==> config.mk <==
export PLATFORM = sky130hd
export DESIGN_NAME = recepcion
export DESIGN_NICKNAME = d
export VERILOG_FILES = /design/src/rtl/recepcion.sv
export SDC_FILE = /design/constraint.sdc
export NUM_CORES = 1
export LEC_CHECK = 0
export BUFFER_PORTS_ARGS = -buffer_cell sky130_fd_sc_hd__buf_2
export CAP_MARGIN = 20
export CORE_AREA = 2 2 64 66
export DETAILED_ROUTE_END_ITERATION = 7
export DIE_AREA = 0 0 66 68
export GPL_TIMING_DRIVEN = 0
export PLACE_DENSITY_LB_ADDON = 0.3
export SLEW_MARGIN = 15
export SYNTH_ARGS = -nofsm -noshare
export SYNTH_HDL_FRONTEND = slang
export SYNTH_SLANG_ARGS = --single-unit
==> constraint.sdc <==
create_clock -name clk_div -period 1.6 [get_ports clk_div]
set_input_delay 0 -clock clk_div [delete_from_list [all_inputs] [get_ports clk_div]]
set_output_delay 0 -clock clk_div [all_outputs]
set_load 0.005 [all_outputs]
==> src/rtl/recepcion.sv <==
// 8N1 UART receiver: oversampled start-edge detection, mid-bit sampling,
// byte output with a one-cycle done pulse and a frame_err pulse on a bad stop bit.
module recepcion #(
    parameter int OVERSAMPLE = 16,
    parameter int count      = 8
) (
    input  logic             clk_div,
    input  logic             rst_n,
    input  logic             rx,
    output logic [count-1:0] dout,
    output logic             done,
    output logic             frame_err,
    output logic             busy
);

    localparam int CW = $clog2(OVERSAMPLE);
    localparam logic [CW-1:0] CNT_MID  = CW'(OVERSAMPLE / 2 - 1);
    localparam logic [CW-1:0] CNT_END  = CW'(OVERSAMPLE - 1);
    localparam logic [2:0]    BIT_LAST = 3'(count - 1);

    typedef enum logic [1:0] {
        IDLE  = 2'd0,
        START = 2'd1,
        DATA  = 2'd2,
        STOP  = 2'd3
    } state_t;

    state_t           state, state_next;
    logic             sync1, sync2;
    logic [CW-1:0]    cnt;
    logic [2:0]       bitpos;
    logic [count-1:0] data;
    logic             take_bit, stop_ok, stop_bad;
    logic             rx_s;

    assign rx_s = sync2;
    assign busy = (state != IDLE);

    always_comb begin
        state_next = state;
        take_bit   = 1'b0;
        stop_ok    = 1'b0;
        stop_bad   = 1'b0;
        case (state)
            IDLE:  if (!rx_s) state_next = START;
            // A start bit that is high again at its midpoint was noise.
            START: if (cnt == CNT_MID) state_next = rx_s ? IDLE : DATA;
            DATA: begin
                if (cnt == CNT_END) begin
                    take_bit = 1'b1;
                    if (bitpos == BIT_LAST) state_next = STOP;
                end
            end
            // Leaving at mid stop bit gives half a bit of slack for the next start edge.
            STOP: begin
                if (cnt == CNT_END) begin
                    state_next = IDLE;
                    stop_ok    = rx_s;
                    stop_bad   = !rx_s;
                end
            end
            default: state_next = IDLE;
        endcase
    end

    always_ff @(posedge clk_div) begin
        if (!rst_n) begin
            state     <= IDLE;
            sync1     <= 1'b1;
            sync2     <= 1'b1;
            cnt       <= '0;
            bitpos    <= '0;
            data      <= '0;
            dout      <= '0;
            done      <= 1'b0;
            frame_err <= 1'b0;
        end else begin
            state     <= state_next;
            sync1     <= rx;
            sync2     <= sync1;
            done      <= stop_ok;
            frame_err <= stop_bad;

            if (state == IDLE || state_next != state || take_bit)
                cnt <= '0;
            else
                cnt <= cnt + CW'(1);

            if (state == START && state_next == DATA)
                bitpos <= '0;
            else if (take_bit && bitpos != BIT_LAST)
                bitpos <= bitpos + 3'd1;

            if (take_bit)
                data[bitpos] <= rx_s;

            if (stop_ok)
                dout <= data;
        end
    end

endmodule

# Word level (Yosys, flattened, before mapping)

Cells that the tools add are included.

Memory bits (writable): 0
Latch bits: 0
Output and inout port bits: 11
Bits in read-only memories: 0
Register bits after elaboration: 29
Input bits: 3
Logic and storage cells: 48
Memories: 0

Muxes and demuxes: 14
Bitwise operators: 1
Div/mod/pow operators: 0
Equal/unequal tests: 9
Order comparisons: 2
Shift operators: 0
Reduce and logical (&&, ||, !) cells: 11
Add/sub/neg operators: 2
Multiply operators: 0

Operator list:

| operator            | number |
|---|---|
| $mux 2              | 6 |
| $bwmux 8            | 1 |
| $pmux 2 s4          | 1 |
| $eq 2x2->1 const B  | 3 |
| $mux 1              | 5 |
| $add 4x1->4 const B | 1 |
| $eq 4x3->1 const B  | 1 |
| $eq 4x4->1 const B  | 1 |
| $lt 3x4->1 const B  | 1 |
| $reduce_or 2->1     | 2 |
| $add 3x1->3 const B | 1 |
| $demux 1 s3         | 1 |
| $eq 3x3->1 const B  | 1 |
| $ge 3x1->1 const B  | 1 |
| $logic_and 1x1->1   | 3 |
| $ne 3x3->1 const B  | 1 |
| $reduce_and 3->1    | 1 |
| $eq 2x1->1 const B  | 1 |
| $logic_not 2->1     | 1 |
| $logic_or 1x1->1    | 2 |
| $ne 2x2->1          | 1 |
| $reduce_bool 2->1   | 1 |
| $logic_not 1->1     | 1 |
| $not 1->1           | 1 |

# Logic depth before layout (Yosys ltp)

Gate-level depths: netlist (run 1).

Word-level depth: 8
Gate-level depth with buffers: 6
Gate-level depth less buffers: 5

# Least setup slack after synthesis (run 1)

No wires, ideal clock.

Path type: register to register
Start: reg bitpos[1]
End: reg bitpos[0]
Required time: 1.530 ns
Clock period less this slack: 1.575 ns
Cell stages (with the launch flop): 6
Library setup time: 0.070 ns
Path buffers: 0
Arrival: 1.505 ns
Setup slack: 0.025 ns
Path through: dfxtp_1 > ha_1 > ha_1 > or3b_4 > or3_1 > a21oi_1

Longest elaborated chain between the ends: 7
Elaborated cells on any way between the ends: 9
Those cells by class: eq/ne: 3; mux: 3; reduce/logical: 3

RTL lines:

| element                          | line | text |
|---|---|---|
| from (decl)                      | 31   | `logic [2:0] bitpos;` |
| from (signal assigned)           | 92   | `bitpos <= bitpos + 3'd1;` |
| $eq 3x3->1                       | 51   | `if (bitpos == BIT_LAST) state_next = STOP;` |
| $mux 2                           | 51   |  |
| $mux 2                           | 49   | `if (cnt == CNT_END) begin` |
| $pmux 2 s4                       | 44   | `case (state)` |
| $eq 2x2->1                       | 89   | `if (state == START && state_next == DATA)` |
| $logic_and 1x1->1                | 89   |  |
| $reduce_or 2->1 (no source line) | n/a  |  |

Parallel ways exist; a longest one is shown, timed or not.
A chain may end at the register's enable or synchronous reset.

# Worst setup path in the final report (run 1)

Ends and elaborated chain as after synthesis.

==> results.md, run 1 <==
* Status: finished clean
* Post-synthesis register bit count at 29
* Top FF cell, synth: dfxtp_1
* Min Tclk post-route at 1599 ps
* GR Util met3 at 3.947%
* Number of diodes at 0
* CP max-delay cell: or3b_4
* Finished Layout Cells at 220
* DRT antenna net count at 0
* Finish-stage setup viols at 0
* Worst hold slack at 414.6 ps
* YS warnings at 0
* Most Used Layer, Global Route: met2
* Final Skew at 6.794 ps
* Vias/cell at 5.405
* First-pass GRT wire length at 5.306 mm
* Most frequent CP cell: ha_4
* Placed inst area at 1429 sq um
* Final hold vios at 0
* Nets at 175
* Synth Instances at 143
* Placed Cells at 206
* Power per standard cell area at 985.2 nW/um^2
* Global route total overflow at 0
* Max incr delay on CP at 400 ps
* GPL Wtd Cong at 0.7667
* Worst Path Max Fanout at 4
* Sequential share of the synthesized area at 44.62%
* M1 GR Usage at 17.79%
* PortBufs at 13
* Final Cell Area at 1700 sq um
* Rel. slew slack at 67.63%
* DRC errors left at 0
* Fmax at 625.5 MHz
* Setup CP Type: flip-flop to flip-flop
* CORE AREA at 3856 sq um
* Setup slack, reg-to-reg at 1 ps
* Setup crit end kind: flip-flop
* Worst min-delay path class: flip-flop to flip-flop
* WP data required at 1810 ps
* Leak at 0.6626 nW
* Reg2reg end: bitpos[0]
* Vias in the first global route at 1,182
* Pwr Total at 1.675 mW
* Period Utilization, post-route at 99.92%
* Height of the die at 68 microns
* Most frequent cells in the layout: 26 x dfxtp_1, 16 x buf_2, 15 x nand3_1
* Chip width at 66 microns
* WL/cell at 14.30 microns
* Crit path depth at 5
* Post-synth EDFFs at 0
* Setup TNS at 0 ps
* RSZ-0062 raised after global routing: true
* Max-capacitance violation count at 0
* CTS tree: yes
* Layout area overhead at 30.67%
* Mapped Nets at 149
* CP delay by family, top: simple AND/OR/NAND/NOR gates
* GRT met2 Usage at 26.89%
* Clock root cell: clkbuf_8
* Tot GR Track Use at 15.42%
* Synth cell types at 35
* Startpoint class of the critical path: flip-flop
* Crit-path cells: ha_4, ha_4, or3b_4, or3_4, a21oi_2
* Hpwl dp at 2.125 mm
* Starting Density at 33.74%
* Worst r2r src: bitpos[1]
* Worst-Margin Slew at 485.6 ps
* Largest net degree at the start of global routing at 11
* Antenna violations before repair at 0
* Ys async rst share at 0%
* CP Buf/Inv Count at 0
* Reg2reg path depth at 5
* WL final at 3.145 mm
* Commonest non-fill, non-tap cell in the layout: dfxtp_1
* Vias after detailed routing at 1,189
* Avg Synthesized Cell Area at 9.100 sq um
* Count of final max-slew check failures at 0
* IO Count at 14
* Die ar. at 4488 sq um
* Crit path to: bitpos[0]
* VDD IR max at 0.5890 mV
* # rows at 23
* DRT Pass-1 Iters at 4
* CTS Buffer Depth at 2
* Clock slew at reported path FFs at 60 ps
* Detailed Route Iter0 Violations at 47
* H-tree Lvls at 2
* Synthesized cell area at 1301 sq um
* Critical Path Source: bitpos[1]
* Inserted Clock Buffers at 5
* Layout cells sized above 1 at 28.82%
* CP arrival at 1810 ps
* Clock sink count at 29
* Clk_lat worst skew at 280 ps
-- worst min path at each step --
| stage | start | to | slack, ps | depth (start not counted) |
|---|---|---|---|---|
| final | sync1 | rx_s | 410 | 1 |
| after global placement | rx | sync1 | 180 | 2 |
| after floorplan | rst_n | rx_s | 70 | 1 |
| after global routing | cnt[0] | cnt[0] | 450 | 1 |
| after CTS | sync1 | rx_s | 420 | 1 |
| after detailed placement | rx | sync1 | 180 | 2 |
-- through the flow --
step                      utilization [%]  setup WS [ps]
after global routing                44.09         -32.51
after floorplan                         -          24.91
final                               44.09          1.335
after CTS                           42.15          5.750
after global placement              37.05         -56.25
after detailed placement            37.05         -81.55
-- layer usage --
| metal | wire [microns] | up-vias |
|---|---|---|
| li1 | - | 582 |
| met5 | 0 | - |
| met2 | 1598 | 29 |
| met4 | 44 | 0 |
| met1 | 1377 | 572 |
| met3 | 125 | 6 |
-- logic make-up after synthesis --
| logic type | synth area share, % |
|---|---|
| flops | 44.62 |
| simple gates | 20.58 |
| compound gates | 22.88 |
| buf+inv | 5.289 |
| fa+ha+maj | 2.885 |
| xor+xnor | 0.6732 |
| mux | 3.077 |
-- sequential cells by signal, summed over array words and instances (netlist names) --
signal     count
frame_err      1
cnt            4
done           1
dout           8
rx_s           1
state          2
sync1          1
bitpos         3
data           8
-- cells in the mapped netlist (2+ instances only) --
library cell | count | share of area (%)
nand2_1 | 9 | 2.6
and3_1 | 6 | 2.9
nand2b_1 | 3 | 1.4
a21oi_1 | 5 | 1.9
o21ai_0 | 12 | 4.6
o211ai_1 | 4 | 2.3
mux2i_1 | 4 | 3.1
nor2_1 | 3 | 0.87
a21boi_0 | 9 | 5.2
o41ai_1 | 3 | 2.0
dfxtp_1 | 29 | 45
a211oi_1 | 2 | 1.2
ha_1 | 3 | 2.9
inv_1 | 3 | 0.87
nor4_1 | 2 | 0.96
clkbuf_1 | 7 | 2.0
buf_2 | 4 | 1.5
o31ai_1 | 4 | 2.3
nand3_1 | 15 | 5.8
-- layout make-up --
class,instances,area [sq um]
buffer,12,67.56
clock inverter,3,65.06
tap,50,62.56
timing repair buffer,19,117.6
fill,380,2156
inverter,3,11.26
sequential,29,586.8
multi-input combinational,99,720.7
clock buffer,5,68.82
-- timing repair --
item,in CTS,in global routing
endpoints found under the setup margin,3,16
pin swaps,1,2
buffers inserted,2,1
resized for setup,8,19
hold endpoints to repair,2,0
hold buffers,3,0
-- power by group --
group	switching, mW	total [mW]	internal, mW	leakage [nW]
clock network	0.283	0.902	0.618	0.0681
logic	0.0249	0.0452	0.0204	0.359
registers	0.00345	0.728	0.725	0.236
-- worst register-to-register path, cell delays in order, from the launching register on --
cell	delay [ps]
dfxtp_4	350
ha_4	160
ha_4	160
or3b_4	400
or3_4	340
a21oi_2	130
Power figures use the tool's default switching activity.
==> inputs of run 2 (changes only) <==
ABC_AREA = 1   (was not set)
CORE_AREA = 2 2 63 65   (was 2 2 64 66)
DIE_AREA = 0 0 65 67   (was 0 0 66 68)
==> results.md, run 2 <==
* Commonest non-fill, non-tap cell in the layout: nor2_1
* Starting Density at 34.32%
* CTS tree: yes
* Height of the die at 67 microns
* WL/cell at 9.657 microns
* Sequential share of the synthesized area at 46.92%
* Status: finished clean
* Layout cells sized above 1 at 18.13%
* Finish-stage setup viols at 0
* PortBufs at 13
* Met3 Wirelength at 113 microns
* Vias in the first global route at 868
* Synth Instances at 160
* WP data required at 1770 ps
* Setup crit end kind: flip-flop
* Die ar. at 4355 sq um
* Synth Area in Adders at 3.033%
* Worst min-delay path class: input port to flip-flop
* GPL Wtd Cong at 0.8290
* Synth Area in XOR/XNOR at 1.416%
* CP arrival at 1550 ps
* Leak at 0.6490 nW
* RSZ-0062 raised after global routing: false
* Startpoint class of the critical path: flip-flop
* Top sig layer: met4
* DRC errors left at 0
* Met2 wire len at 978 microns
* Rel. slew slack at 74.88%
* DRT Pass-1 Iters at 4
* Simple-gate share of the synthesized area at 31.65%
* Mapped Nets at 166
* FILL cells at 389
* Count of final max-slew check failures at 0
* Tot GR Track Use at 12.10%
* Min Tclk post-route at 1380 ps
* P_int at 1.041 mW
* Detailed Route Iter0 Violations at 50
* Cell type with the largest total area after synthesis: dfxtp_1
* Synth top area share at 46.92%
* Final core occ at 40.35%
* Synthesized cell area at 1237 sq um
* VDD IR max at 0.5087 mV
* Synth Area in Compound Gates at 9.808%
* NetSw at 290.6 uW
* Number of diodes at 0
* Clock sink count at 29
* Inserted Clock Buffers at 5
* Seq pwr share at 54.8%
* Largest registers: data: 8 flops, dout: 8 flops, cnt: 4 flops
* Finished Layout Cells at 230
* Vias/cell at 4.574
* Worst Path Max Fanout at 4
* H-tree Lvls at 2
* Placed Cells at 221
* Switching Share at 21.82%
* Clock network power share at 42.2%
* Vias after detailed routing at 1,052
* Largest net degree at the start of global routing at 11
* Global route total overflow at 0
* Worst-Margin Slew at 376.9 ps
* Post-synth EDFFs at 0
* First-pass GRT wire length at 3.850 mm
* YS warnings at 0
* # rows at 22
* Most frequent cells in the layout: 33 x nor2_1, 29 x dfxtp_1, 26 x nand2_1
* Antenna violations before repair at 0
* Max-capacitance violation count at 0
* Post-synthesis register bit count at 29
* Top FF cell, synth: dfxtp_1
* Synth cell types at 23
* Most common cell in the netlist: nor2_1
* Clock root cell: clkbuf_8
* Dpl ws at 213.0 ps
* Power per standard cell area at 915.4 nW/um^2
* Clock slew at reported path FFs at 60 ps
* Top cells by area, synth: dfxtp_1 47%, nor2_1 10%, nand2_1 7.9%, o21ai_0 4.4%, inv_1 4.2%
* Pwr Total at 1.332 mW
* Final Skew at 5.450 ps
* CTS Buffer Depth at 2
* Period Utilization, post-route at 86.22%
* Commonest cells in the netlist: 33 x nor2_1, 29 x dfxtp_1, 26 x nand2_1
* IO Count at 14
* Mux share of post-synthesis cell area at 0%
* DRT antenna net count at 0
* Ys async rst share at 0%
* Post-CTS Setup Bufs at 0
* Fin worst setup slack at 220.4 ps
* Clk_lat worst skew at 280 ps
* Layout area overhead at 17.59%
* Hpwl dp at 1.626 mm
* Setup CP Type: flip-flop to flip-flop
* Chip width at 65 microns
* Combinational group share of total power at 3.0%
* WL final at 2.221 mm
* Final hold vios at 0
* Largest family of logic cells by synthesized area: simple AND/OR/NAND/NOR gates
* WL met1 at 1.072 mm
* Avg Synthesized Cell Area at 7.734 sq um
* CORE AREA at 3606 sq um
* Setup TNS at 0 ps
* Fmax at 724.9 MHz
* Nets at 187
run 2: changes by cell type in the layout (fill, tap and decap cells not counted), sizes merged, moves of 7 or more:
cell and change:
inv +14, nand3 -7, a21boi -9, nand2 +19, nor2 +31
run 2: area by class of cell:
type | count | area (sq um) | share of cell area, %
Multi-Input combinational cell | 110 | 568.0 | 39.04
Buffer | 4 | 25.02 | 1.720
Inverter | 17 | 63.81 | 4.385
Clock inverter | 2 | 10.01 | 0.6879
Tap cell | 48 | 60.06 | 4.127
Clock buffer | 6 | 72.57 | 4.987
Sequential cell | 29 | 580.6 | 39.90
Timing Repair Buffer | 14 | 75.07 | 5.159
run 2: per-stage QoR:
stage / instance area (sq um) / hold WS [ps]
floorplan: 1237 / 106.6
global placement: 1363 / 192.3
detailed placement: 1363 / 191.9
CTS: 1455 / 5.803
global route: 1455 / 3.783
finish: 1455 / 9.797
run 2: cells by family after synthesis:
family / after synthesis
AO/OA/AOI/OAI: 23
XOR/XNOR: 2
adder cells (fa/ha/maj): 3
buffers and inverters: 21
flip-flops: 29
AND/OR/NAND/NOR: 82
run 2: layer usage:
layer,vias to the layer above,track usage [%]
li1,564,-
met4,0,7.979
met1,462,14.64
met2,18,17.78
met3,8,4.561
met5,-,0
run 2: timing repair:
item                      4_1_cts  5_1_grt
resized for setup               0        0
hold endpoints to repair        1        0
hold buffers                    1        0
run 2: worst max-delay path, cell delays in order (launching register included):
cell and delay, ps:
dfxtp_1 350, ha_1 260, nand2_1 90, nor2_1 130, nand2_1 80, nand2_1 120, nor2_1 50, nand2_1 140
nor2_1 50
run 2: worst paths after layout:
path                            startpoint  endpoint  slack [ps]  cells past startpoint
worst max-delay path                cnt[0]    cnt[3]         220                      8
worst min-delay path                 rst_n   dout[6]          10                      3
worst max register to register      cnt[0]    cnt[3]         220                      8
worst min register to register       sync1      rx_s         410                      1
run 2: power groups by stage:
| stage | Sequential, mW | Combinational, mW | Clock (mW) |
|---|---|---|---|
| 6_report | 0.729 | 0.0400 | 0.563 |
| 5_1_grt | 0.729 | 0.0467 | 0.629 |
| 4_1_cts | 0.729 | 0.0406 | 0.590 |
| 3_5_place_dp | 0.745 | 0.0389 | 0 |
| 3_3_place_gp | 0.745 | 0.0388 | 0 |
| 2_1_floorplan | 0.745 | 0.0266 | 0 |
==> inputs of run 3 (changes only) <==
==> constraint.sdc (replaced) <==
create_clock -name clk_div -period 1.6 [get_ports clk_div]
set_input_delay 0.16 -clock clk_div [delete_from_list [all_inputs] [get_ports clk_div]]
set_output_delay 0.16 -clock clk_div [all_outputs]
set_load 0.005 [all_outputs]
==> results.md, run 3 (synthesized netlist as in run 2, its figures left out) <==
* Clock sink count at 29
* Worst hold slack at 70.75 ps
* Startpoint class of the critical path: flip-flop
* FILL cells at 390
* Worst min-delay path class: input port to flip-flop
* PortBufs at 13
* Chip width at 65 microns
* CTS tree: yes
* Setup crit end kind: flip-flop
* Worst r2r src: cnt[0]
* Clock network power share at 42.3%
* WL/cell at 9.690 microns
* Finished Layout Cells at 229
* Count of final max-slew check failures at 0
* Switching Share at 21.83%
* Clock root cell: clkbuf_8
* DRC errors left at 0
* CTS Buffer Depth at 2
* Setup TNS at 0 ps
* Leak at 0.6448 nW
* VDD IR max at 0.5087 mV
* Reg2reg path depth at 8
* Hold buffers post-CTS at 0
* Final hold vios at 0
* CP arrival at 1550 ps
* Seq pwr share at 54.8%
* Hold path endpoint: sync1
* Antenna violations before repair at 0
* Fmax at 724.8 MHz
* Min Tclk post-route at 1380 ps
* Global route total overflow at 0
* Hpwl dp at 1.626 mm
* Largest registers: data: 8 flops, dout: 8 flops, cnt: 4 flops
* Setup slack, reg-to-reg at 220 ps
* WL final at 2.219 mm
* Finish-stage setup viols at 0
* Reg2reg end: cnt[3]
* Clock slew at reported path FFs at 60 ps
* Largest net degree at the start of global routing at 11
* Worst Path Max Fanout at 4
* Hold path cells at 2
* P_int at 1.040 mW
* Status: finished clean
* Commonest non-fill, non-tap cell in the layout: nor2_1
* Layout cells sized above 1 at 18.23%
* Most frequent cells in the layout: 33 x nor2_1, 29 x dfxtp_1, 26 x nand2_1
* Vias in the first global route at 865
* Inserted Clock Buffers at 5
* Vias/cell at 4.576
* Max-capacitance violation count at 0
* NetSw at 290.4 uW
* Final core occ at 40.08%
* Rel. slew slack at 74.88%
* IO Count at 14
* CORE AREA at 3606 sq um
* Worst-Margin Slew at 376.9 ps
* Post_cts resized at 0
* Detailed Route Iter0 Violations at 48
* Period Utilization, post-route at 86.23%
* Setup CP Type: flip-flop to flip-flop
* DRT Pass-1 Iters at 4
* Clk_lat worst skew at 280 ps
* First-pass GRT wire length at 3.836 mm
* Layout area overhead at 16.78%
* GPL Wtd Cong at 0.8290
* Pwr Total at 1.330 mW
* Vias after detailed routing at 1,048
* H-tree Lvls at 2
* Number of diodes at 0
* Starting Density at 34.32%
* # rows at 22
* RSZ-0062 raised after global routing: false
* Nets at 186
* Die ar. at 4355 sq um
* Min-delay src: rx
* Height of the die at 67 microns
* Combinational group share of total power at 2.9%
* Power per standard cell area at 920.5 nW/um^2
* Placed Cells at 221
* Tot GR Track Use at 12.07%
* WP data required at 1770 ps
* Post-CTS Setup Bufs at 0
* Final Skew at 5.450 ps
* DRT antenna net count at 0
run 3: cell types whose count changed in the layout (fill, tap and decap cells not counted):
cell,previous run,this run
dlygate4sd3_1,1,0
run 3: power by group through the flow:
stage | combinational, mW | sequential (mW) | clock, mW
after floorplan | 0.0266 | 0.745 | 0
after global placement | 0.0388 | 0.745 | 0
after detailed placement | 0.0389 | 0.745 | 0
after CTS | 0.0388 | 0.729 | 0.590
after global routing | 0.0447 | 0.729 | 0.629
final | 0.0382 | 0.729 | 0.563
run 3: per-layer routing:
layer,vias up,global-route usage [%],wire (microns)
met5,-,0,0
met4,0,7.979,56
met3,8,4.561,113
met2,18,17.78,979
met1,460,14.53,1070
li1,562,-,-
run 3: critical path, stage by stage, from the launching register on:
cell,delay (ps)
dfxtp_1,350
ha_1,260
nand2_1,90
nor2_1,130
nand2_1,80
nand2_1,120
nor2_1,50
nand2_1,140
nor2_1,50
run 3: stage by stage:
step,cell area (sq um),worst slack [ps]
after floorplan,1237,364.0
after global placement,1363,223.8
after detailed placement,1363,213.0
after CTS,1445,201.2
after global routing,1445,86.68
final,1445,220.4
run 3: cell type report:
| type | instances | area [sq um] | area share (%) |
|---|---|---|---|
| clock inverter | 2 | 10.01 | 0.6926 |
| inverter | 17 | 63.81 | 4.416 |
| tap | 48 | 60.06 | 4.156 |
| buffer | 4 | 25.02 | 1.732 |
| clock buffer | 6 | 72.57 | 5.022 |
| sequential | 29 | 580.6 | 40.17 |
| timing repair buffer | 13 | 65.06 | 4.502 |
| multi-input combinational | 110 | 568.0 | 39.31 |
run 3: how the worst max path moves through the flow:
stage,from,endpoint,slack [ps],cells past startpoint
detailed placement,cnt[0],cnt[3],210,8
global route,cnt[0],data[0],90,6
CTS,cnt[0],cnt[3],200,8
global placement,cnt[0],cnt[2],220,8
finish,cnt[0],cnt[3],220,8
floorplan,cnt[0],data[5],360,7
